File: config.mk
export PLATFORM = sky130hd
export DESIGN_NAME = hazard_unit
export DESIGN_NICKNAME = d
export VERILOG_FILES = /design/src/rtl/core_pkg.sv /design/src/rtl/hazard_match.sv /design/src/rtl/hazard_unit.sv
export SDC_FILE = /design/constraint.sdc
export NUM_CORES = 1
export LEC_CHECK = 0
export ABC_AREA = 1
export CAP_MARGIN = 20
export CORE_MARGIN = 10
export CORE_UTILIZATION = 36
export DETAILED_ROUTE_END_ITERATION = 10
export PLACE_DENSITY = 0.95
export SLEW_MARGIN = 20
export SYNTH_ARGS = -nofsm -noshare
export SYNTH_HDL_FRONTEND = slang
export SYNTH_SLANG_ARGS = --single-unit
File: constraint.sdc
create_clock -name clk -period 2.87 [get_ports clk]
set_clock_uncertainty 0.15 [all_clocks]
set_input_delay 0.861 -clock clk [delete_from_list [all_inputs] [get_ports clk]]
set_output_delay 0.861 -clock clk [all_outputs]
set_load 0.05 [all_outputs]
File: src/rtl/core_pkg.sv
// Shared types and constants for the Beta pipeline hazard/bypass logic.
package core_pkg;

    localparam int REG_AW = 5;
    localparam int XLEN   = 32;
    localparam logic [REG_AW-1:0] REG_ZERO = 5'd31;

    // One in-flight instruction as seen by the scoreboard.
    typedef struct packed {
        logic              valid;
        logic              we;
        logic [REG_AW-1:0] waddr;
        logic              load;
    } sb_entry_t;

endpackage

File: src/rtl/hazard_match.sv
// Per-read-port priority compare over the scoreboard: picks the youngest
// producer, forwards its stage result, or flags a load-use hazard.
import core_pkg::*;

module hazard_match #(
    parameter int DEPTH      = 3,
    parameter int LOAD_STAGE = 2
) (
    input  sb_entry_t [DEPTH-1:0]      sb_i,
    input  logic [REG_AW-1:0]          rd_addr_i,
    input  logic [XLEN-1:0]            rf_data_i,
    input  logic [DEPTH*XLEN-1:0]      stage_data_i,
    output logic [XLEN-1:0]            rd_data_o,
    output logic                       hazard_o
);

    always_comb begin
        logic found;
        found     = 1'b0;
        rd_data_o = rf_data_i;
        hazard_o  = 1'b0;
        // Ascending scan with a found flag: the first (youngest) hit wins.
        for (int k = 0; k < DEPTH; k++) begin
            if (!found && sb_i[k].valid && sb_i[k].we &&
                sb_i[k].waddr == rd_addr_i && rd_addr_i != REG_ZERO) begin
                found     = 1'b1;
                rd_data_o = stage_data_i[k*XLEN +: XLEN];
                if (sb_i[k].load && k < LOAD_STAGE) begin
                    hazard_o = 1'b1;
                end
            end
        end
    end

endmodule

File: src/rtl/hazard_unit.sv
// Scoreboard-based hazard and bypass controller for DEPTH stages and NUM_RD ports.
// Optional stall-cycle counter enabled by defining HAZARD_PERF_CNT_EN.
import core_pkg::*;

module hazard_unit #(
    parameter int NUM_RD     = 2,
    parameter int DEPTH      = 3,
    parameter int LOAD_STAGE = 2
) (
    input  logic                     clk,
    input  logic                     rst,
    input  logic                     iss_valid,
    input  logic                     iss_we,
    input  logic [REG_AW-1:0]        iss_waddr,
    input  logic                     iss_load,
    input  logic                     flush,
    input  logic [NUM_RD*REG_AW-1:0] rd_addr,
    input  logic [NUM_RD*XLEN-1:0]   rf_data,
    input  logic [DEPTH*XLEN-1:0]    stage_data,
    output logic [NUM_RD*XLEN-1:0]   rd_data,
    output logic                     stall,
    output logic                     wb_we,
    output logic [REG_AW-1:0]        wb_waddr,
    output logic [31:0]              perf_stall_cnt
);

    sb_entry_t [DEPTH-1:0] sb_q;
    sb_entry_t [DEPTH-1:0] sb_d;
    logic [NUM_RD-1:0]     hazard;

    // Non-issuing slots are inserted fully zeroed so retired fields stay clean.
    always_comb begin
        sb_d[0] = '0;
        if (iss_valid && !flush && !stall) begin
            sb_d[0].valid = 1'b1;
            sb_d[0].we    = iss_we && (iss_waddr != REG_ZERO);
            sb_d[0].waddr = iss_waddr;
            sb_d[0].load  = iss_load;
        end
    end

    genvar gi;
    generate
        for (gi = 1; gi < DEPTH; gi++) begin : g_shift
            assign sb_d[gi] = sb_q[gi-1];
        end
    endgenerate

    always_ff @(posedge clk) begin
        if (rst) begin
            sb_q <= '0;
        end else begin
            sb_q <= sb_d;
        end
    end

    generate
        for (gi = 0; gi < NUM_RD; gi++) begin : g_port
            hazard_match #(
                .DEPTH      (DEPTH),
                .LOAD_STAGE (LOAD_STAGE)
            ) u_match (
                .sb_i         (sb_q),
                .rd_addr_i    (rd_addr[gi*REG_AW +: REG_AW]),
                .rf_data_i    (rf_data[gi*XLEN +: XLEN]),
                .stage_data_i (stage_data),
                .rd_data_o    (rd_data[gi*XLEN +: XLEN]),
                .hazard_o     (hazard[gi])
            );
        end
    endgenerate

    assign stall    = |hazard;
    assign wb_we    = sb_q[DEPTH-1].valid && sb_q[DEPTH-1].we;
    assign wb_waddr = sb_q[DEPTH-1].waddr;

`ifdef HAZARD_PERF_CNT_EN
    logic [31:0] perf_cnt_q;

    always_ff @(posedge clk) begin
        if (rst) begin
            perf_cnt_q <= '0;
        end else if (stall) begin
            perf_cnt_q <= perf_cnt_q + 32'd1;
        end
    end

    assign perf_stall_cnt = perf_cnt_q;
`else
    assign perf_stall_cnt = '0;
`endif

endmodule
==> key figures, run 1 <==
Floorplanning
  – FP Rows: 37
  – Die span in y: 124 um
  – Initial Util: 0.373
  – I/O pin cnt: 284
  – Width of the chip: 124 um

Global route
  – Largest net degree at the start of global routing: 24

Clock network
  – CTS buffer count: 3
  – H-tree levels: 1
  – Root buffer cell: clkbuf_8
  – Sink Count: 23
  – Max Root-Sink Buffers: 2

Logic synthesis
  – Top-area cell type share of the netlist area: 0.191
  – Synth Area in Simple Gates: 0.541
  – Synth top area cells: nand2_1, nand3_1, dfxtp_1
  – Syn. warnings: 0
  – Main combinational cell family by area after synthesis: simple AND/OR/NAND/NOR gates
  – Sequential area share after synthesis: 0.119
  – XOR/XNOR share of the synthesized area: 0.0181
  – Synth unique cells: 24
  – Mux cell area share after synthesis: 0
  – Yosys reg bits: 23
  – Yosys top cell by area: nand2_1
  – Post-Syn Instances: 715
  – Mean area per synthesized cell: 5.41 um^2
  – Post-Synth Adder-Cell Area: 0
  – Fraction of the mapped netlist area in compound gates: 0.0910
  – Synth Cell Area: 0.00386 mm^2

STA
  – Worst-path end type: top-level output
  – Worst_ep grt: rd_data[18]

Placed design
  – Post-Place Cell Area: 0.00790 mm^2
  – GP Congestion: a little under 1
  – IO Port Bufs: between 200 and 300
  – HPWL after DPL: 17.9 mm
  – Inst Count DP: 1106

Outcome
  – Stop err: [ERROR DPL-0038] Utilization greater than 100%, impossible to legalize
  – Status: stopped before the end
  – Last stage reached: 5_1_grt
## synthesized netlist by cell type
cell type / instances
conb_1: 1
nand2_4: 2
buf_2: 27
nand4_1: 67
clkbuf_1: 11
nand3_2: 1
o21ai_1: 6
a21oi_1: 2
buf_8: 1
nor2_1: 40
o21ai_0: 61
inv_2: 10
or2_1: 1
nand3_4: 2
xor2_1: 3
xnor2_1: 5
nor2_2: 5
buf_4: 42
nand2_1: 197
o22ai_1: 1
nand3_1: 135
inv_1: 62
buf_6: 10
dfxtp_1: 23
## repair_timing
item | CTS
pin swaps | 84
cloned | 19
hold buffers | 0
setup buffers | 25
gates resized for setup | 327
endpoints found under the setup margin | 73
## kinds of logic after synthesis
logic type	after synthesis
AO/OA/AOI/OAI	70
flip-flops	23
other	1
XOR/XNOR	8
buffers and inverters	163
AND/OR/NAND/NOR	450
## per-stage QoR
| stage | hold slack [ns] | util | setup slack (ns) |
|---|---|---|---|
| after CTS | 0.274 | 0.932 | -0.563 |
| after detailed placement | 0.262 | 0.762 | -1.18 |
| after global placement | 0.257 | 0.762 | -1.09 |
| after floorplan | 0.253 | - | -0.101 |
==> run 2: changes to the inputs <==
--- a/config.mk
+++ b/config.mk
@@ -8,9 +8,9 @@
 export ABC_AREA = 1
 export CAP_MARGIN = 20
 export CORE_MARGIN = 10
-export CORE_UTILIZATION = 36
+export CORE_UTILIZATION = 30
 export DETAILED_ROUTE_END_ITERATION = 10
-export PLACE_DENSITY = 0.95
+export PLACE_DENSITY_LB_ADDON = 0.15
 export SLEW_MARGIN = 20
 export SYNTH_ARGS = -nofsm -noshare
 export SYNTH_HDL_FRONTEND = slang
==> run 2 against run 1 <==
The flow now finishes, with violations (setup timing). Synthesized area is the same. Synthesized cell count stayed put.
==> key figures, run 2 <==
Outcome
  – Status: finished with violations
  – Failing checks: setup timing

STA
  – Final Hold Viols: 0
  – Slew Limit Fails: 0
  – Final min period: 3.41 ns
  – Unrepaired setup endpoints after global routing: true
  – Fin crit share: 1.19
  – Worst-Margin Slew: about 0.53 ns
  – Final setup vio count: 65
  – Rel. slew slack: 0.645
  – Fmax: 293 MHz
  – TNS Setup: -30.08 ns
  – Worst Setup Slack, final: -0.542 ns
  – WHS: ~0.27 ns

Placed design
  – Post-Place Cell Area: 0.00826 mm^2
  – HPWL after DPL: around 16 mm
  – GP Congestion: ~0.93
  – IO Port Bufs: 251
  – Setup WS pre-CTS: -0.997 ns

Worst setup path
  – CP Launch Type: primary input
  – Critical path fanouts, max: 15
  – Arrival time at the worst endpoint: ~2.4 ns
  – Worst R2R Start: sb_d[10]
  – CP Class: primary input to primary output
  – Launch point of the worst path: rd_addr[3]
  – CP Capture Type: primary output
  – Setup slack, reg-to-reg: roughly 0.50 ns
  – CP required: between 1.5 and 2 ns

Clock network
  – Clk pin slew, worst setup/hold paths: 0.06 ns
  – Clk Latency, worst-skew pair: 0.26 ns
  – Root buffer cell: clkbuf_16
  – Sink Count: 23
  – Cts hold-fix bufs: 0
  – TritonCTS clock tree: done
  – CTS buffer count: 3
  – H-tree levels: 1
  – Max Root-Sink Buffers: 2

Finish
  – Fillers: between 700 and 800
  – Sequential cell area: 460 um^2
  – Share of layout cells above drive strength 1: 0.386
  – Most frequent cells in the layout: clkdlybuf4s50_1, nand2_1, nand3_4
  – Area grow syn2layout: 167%
  – Post-route cell area: 0.0103 mm^2
  – Final Net Count: 1190
  – Footprint of the multi-input gates: about 0.0043 mm^2
  – Most common cell after layout, fill and taps aside: clkdlybuf4s50_1
  – Max reg flops: 16

Global route
  – Global-route wire length before repair: 38.9 mm
  – Largest net degree at the start of global routing: 31
  – All-layer global routing usage: 0.273
  – Number of antenna violations at the first check in global routing: 2
  – Grt ovf: 0
  – Vias in the first global route: 6587

Logic synthesis
  – Synth unique cells: 24
  – Asr flop ratio synth: 0
  – Syn. warnings: 0
  – Sequential area share after synthesis: 0.119
  – Post-Syn Instances: 715
  – Top cells by count, synth: nand2_1, nand3_1, nand4_1
  – Synth top area cells: nand2_1, nand3_1, dfxtp_1
  – Top-count cell post-synth: nand2_1
  – EDFF count, synth: 0
  – Mean area per synthesized cell: 5.41 um^2
  – Post-synth top flop: dfxtp_1
  – Yosys reg bits: 23
  – Yosys top cell by area: nand2_1
  – Top-area cell type share of the netlist area: 0.191
  – Synth Cell Area: 0.00386 mm^2

Floorplanning
  – Width of the chip: between 100 and 150 um
  – FP Rows: 41
  – Core area: 0.0126 mm^2
  – Die area: roughly 0.018 mm^2
  – Initial Util: 0.306
  – I/O pin cnt: 284
  – Die span in y: roughly 130 um

Power and ir drop
  – Power share of the clock group: 0.176
  – Comb power frac: 0.632
  – Pleak: 4.73 nW
  – VDD IR-drop max: 0.290 mV
  – Tot Pwr: 1.72 mW
  – Sequential share of power: 0.192
  – Net Sw Frac: 0.392
  – Psw: between 0.6 and 0.7 mW
  – Internal: about 1.0 mW
  – Power per Cell Area: 167 mW/mm^2

Drt
  – Drt total wl: 27.2 mm
  – Detailed Routing Iterations Pass 1: 5
  – DRT iter0 DRCs: ~600
  – DR vias/cell: 5.52
  – Drc violations: 0
  – Remaining antenna violation count: 0
  – DR WL/cell: 23.0 um
  – Via count: 6523

Hold path
  – Min-Delay Path Class: flop to flop
  – Hold_sp: sb_d[8]

Flow run
  – Max_cap viols: 0
-- run 2: cell counts after synthesis --
Identical to the previous run, type by type.
-- run 2: power by group through the flow --
stage	clock, mW	combinational, mW	sequential, mW
finish	0.303	1.09	0.331
global route	0.315	1.14	0.332
CTS	0.306	1.05	0.331
detailed placement	0	1.00	0.337
global placement	0	0.995	0.337
floorplan	0	0.498	0.336
-- run 2: logic make-up (layout without fill, tap and decap cells) --
family | count (synthesis) | after routing | share of synthesized area
XOR/XNOR | 8 | 8 | 0.0181
flip-flops | 23 | 23 | 0.119
buffers and inverters | 163 | 425 | 0.230
AND/OR/NAND/NOR | 450 | 450 | 0.541
AO/OA/AOI/OAI | 70 | 70 | 0.0910
other | 1 | 34 | 0.000970
-- run 2: final cells by class --
type | instances | area share
well taps | 172 | 0.0208
flip-flops and latches | 23 | 0.0446
inverters | 72 | 0.0300
repair buffers | 349 | 0.477
multi-input cells | 560 | 0.420
diodes | 2 | 0.000484
clock buffers | 4 | 0.00763
-- run 2: timing repair --
| item | CTS | global route |
|---|---|---|
| pin swaps | 94 | 52 |
| buffers inserted | 20 | 8 |
| cloned | 23 | 5 |
| endpoints found under the setup margin | 66 | 65 |
| gates resized for setup | 252 | 85 |
-- run 2: worst max-delay path, stage by stage --
cell	delay (ns)
buf_8	0.10
inv_4	0.04
nand2_1	0.05
nand2_1	0.07
nor2_2	0.16
nand3_4	0.10
buf_12	0.16
nand2_8	0.15
buf_12	0.23
nand4_1	0.19
nand3_4	0.11
buf_12	0.13
-- run 2: routing by layer --
metal	part of all wire	track usage	up-vias
met2	0.49	0.477	438
met4	0.053	0.108	0
met1	0.37	0.319	3056
li1	-	-	2927
met5	0	0	-
met3	0.087	0.0519	102
-- run 2: stage by stage --
| stage | instances | utilization |
|---|---|---|
| 3_3_place_gp | 1125 | 0.654 |
| 2_1_floorplan | 746 | - |
| 5_1_grt | 1181 | 0.819 |
| 3_5_place_dp | 1125 | 0.654 |
| 4_1_cts | 1171 | 0.781 |
| 6_report | 1182 | 0.819 |
-- run 2: final timing paths --
check / to / depth (start not counted)
worst max-delay path: rd_data[24] / 12
worst min-delay path: sb_d[16] / 2
worst min register to register: sb_d[16] / 2
worst max register to register: sb_d[14] / 15
Note: power is estimated with default switching activity, not from simulation.
==> run 3: changes to the inputs <==
--- a/config.mk
+++ b/config.mk
@@ -8,9 +8,11 @@
 export ABC_AREA = 1
 export CAP_MARGIN = 20
 export CORE_MARGIN = 10
-export CORE_UTILIZATION = 30
+export CORE_UTILIZATION = 36
+export CTS_CLUSTER_SIZE = 30
 export DETAILED_ROUTE_END_ITERATION = 10
 export PLACE_DENSITY_LB_ADDON = 0.15
+export SETUP_SLACK_MARGIN = 0.5
 export SLEW_MARGIN = 20
 export SYNTH_ARGS = -nofsm -noshare
 export SYNTH_HDL_FRONTEND = slang
==> run 3 against run 2 <==
The flow now stops in 5_1_grt. Synthesized cell count is the same. Synthesized area is the same.
==> key figures, run 3 <==
Logic synthesis
  – Yosys top cell by area: nand2_1
  – Synth top area cells: nand2_1, nand3_1, dfxtp_1
  – Sequential area share after synthesis: 0.119
  – EDFF count, synth: 0
  – Top-area cell type share of the netlist area: 0.191
  – Yosys reg bits: 23
  – Mean area per synthesized cell: about 5.4 um^2
  – Top cells by count, synth: nand2_1, nand3_1, nand4_1
  – Post-Syn Instances: 715
  – Post-synth top flop: dfxtp_1
  – Synth Cell Area: 0.00386 mm^2
  – Syn. warnings: 0
  – Asr flop ratio synth: 0
  – Synth unique cells: 24
  – Top-count cell post-synth: nand2_1

Placed design
  – GP Congestion: around 0.94
  – IO Port Bufs: roughly 250
  – Setup WS pre-CTS: -1.07 ns
  – HPWL after DPL: 17.5 mm

Clock network
  – H-tree levels: 1
  – Max Root-Sink Buffers: 2
  – Root buffer cell: clkbuf_8
  – Cts hold-fix bufs: 0
  – CTS buffer count: 3
  – Sink Count: 23

Floorplanning
  – Width of the chip: 124 um
  – FP Rows: 37
  – Initial Util: 0.373
  – Die span in y: 124 um
  – I/O pin cnt: 284

Outcome
  – Status: stopped before the end
  – Last stage reached: 5_1_grt
  – Stop err: [ERROR DPL-0038] Utilization greater than 100%, impossible to legalize

STA
  – Worst_ep grt: rd_data[61]
  – Worst-path end type: top-level output

Global route
  – Largest net degree at the start of global routing: 36
==> run 3: kinds of logic after synthesis <==
kind of cell | Yosys count | share of synthesized area
DFF | 23 | 0.119
other | 1 | 0.000970
buffers and inverters | 163 | 0.230
xor gates and xnor gates | 8 | 0.0181
AOI/OAI and AO/OA | 70 | 0.0910
and+or+nand+nor | 450 | 0.541
==> run 3: what timing repair did <==
action / in CTS
setup endpoints to repair: 79
pin swaps: 113
gates cloned: 17
gates resized for setup: 300
setup buffers: 21
==> run 3: per-stage QoR <==
step	hold WS, ns	utilization	instance area, um^2	cells
4_1_cts	0.277	0.929	9640	1121
3_5_place_dp	0.265	0.783	8120	1079
3_3_place_gp	0.255	0.783	8120	1079
2_1_floorplan	0.253	-	5020	746
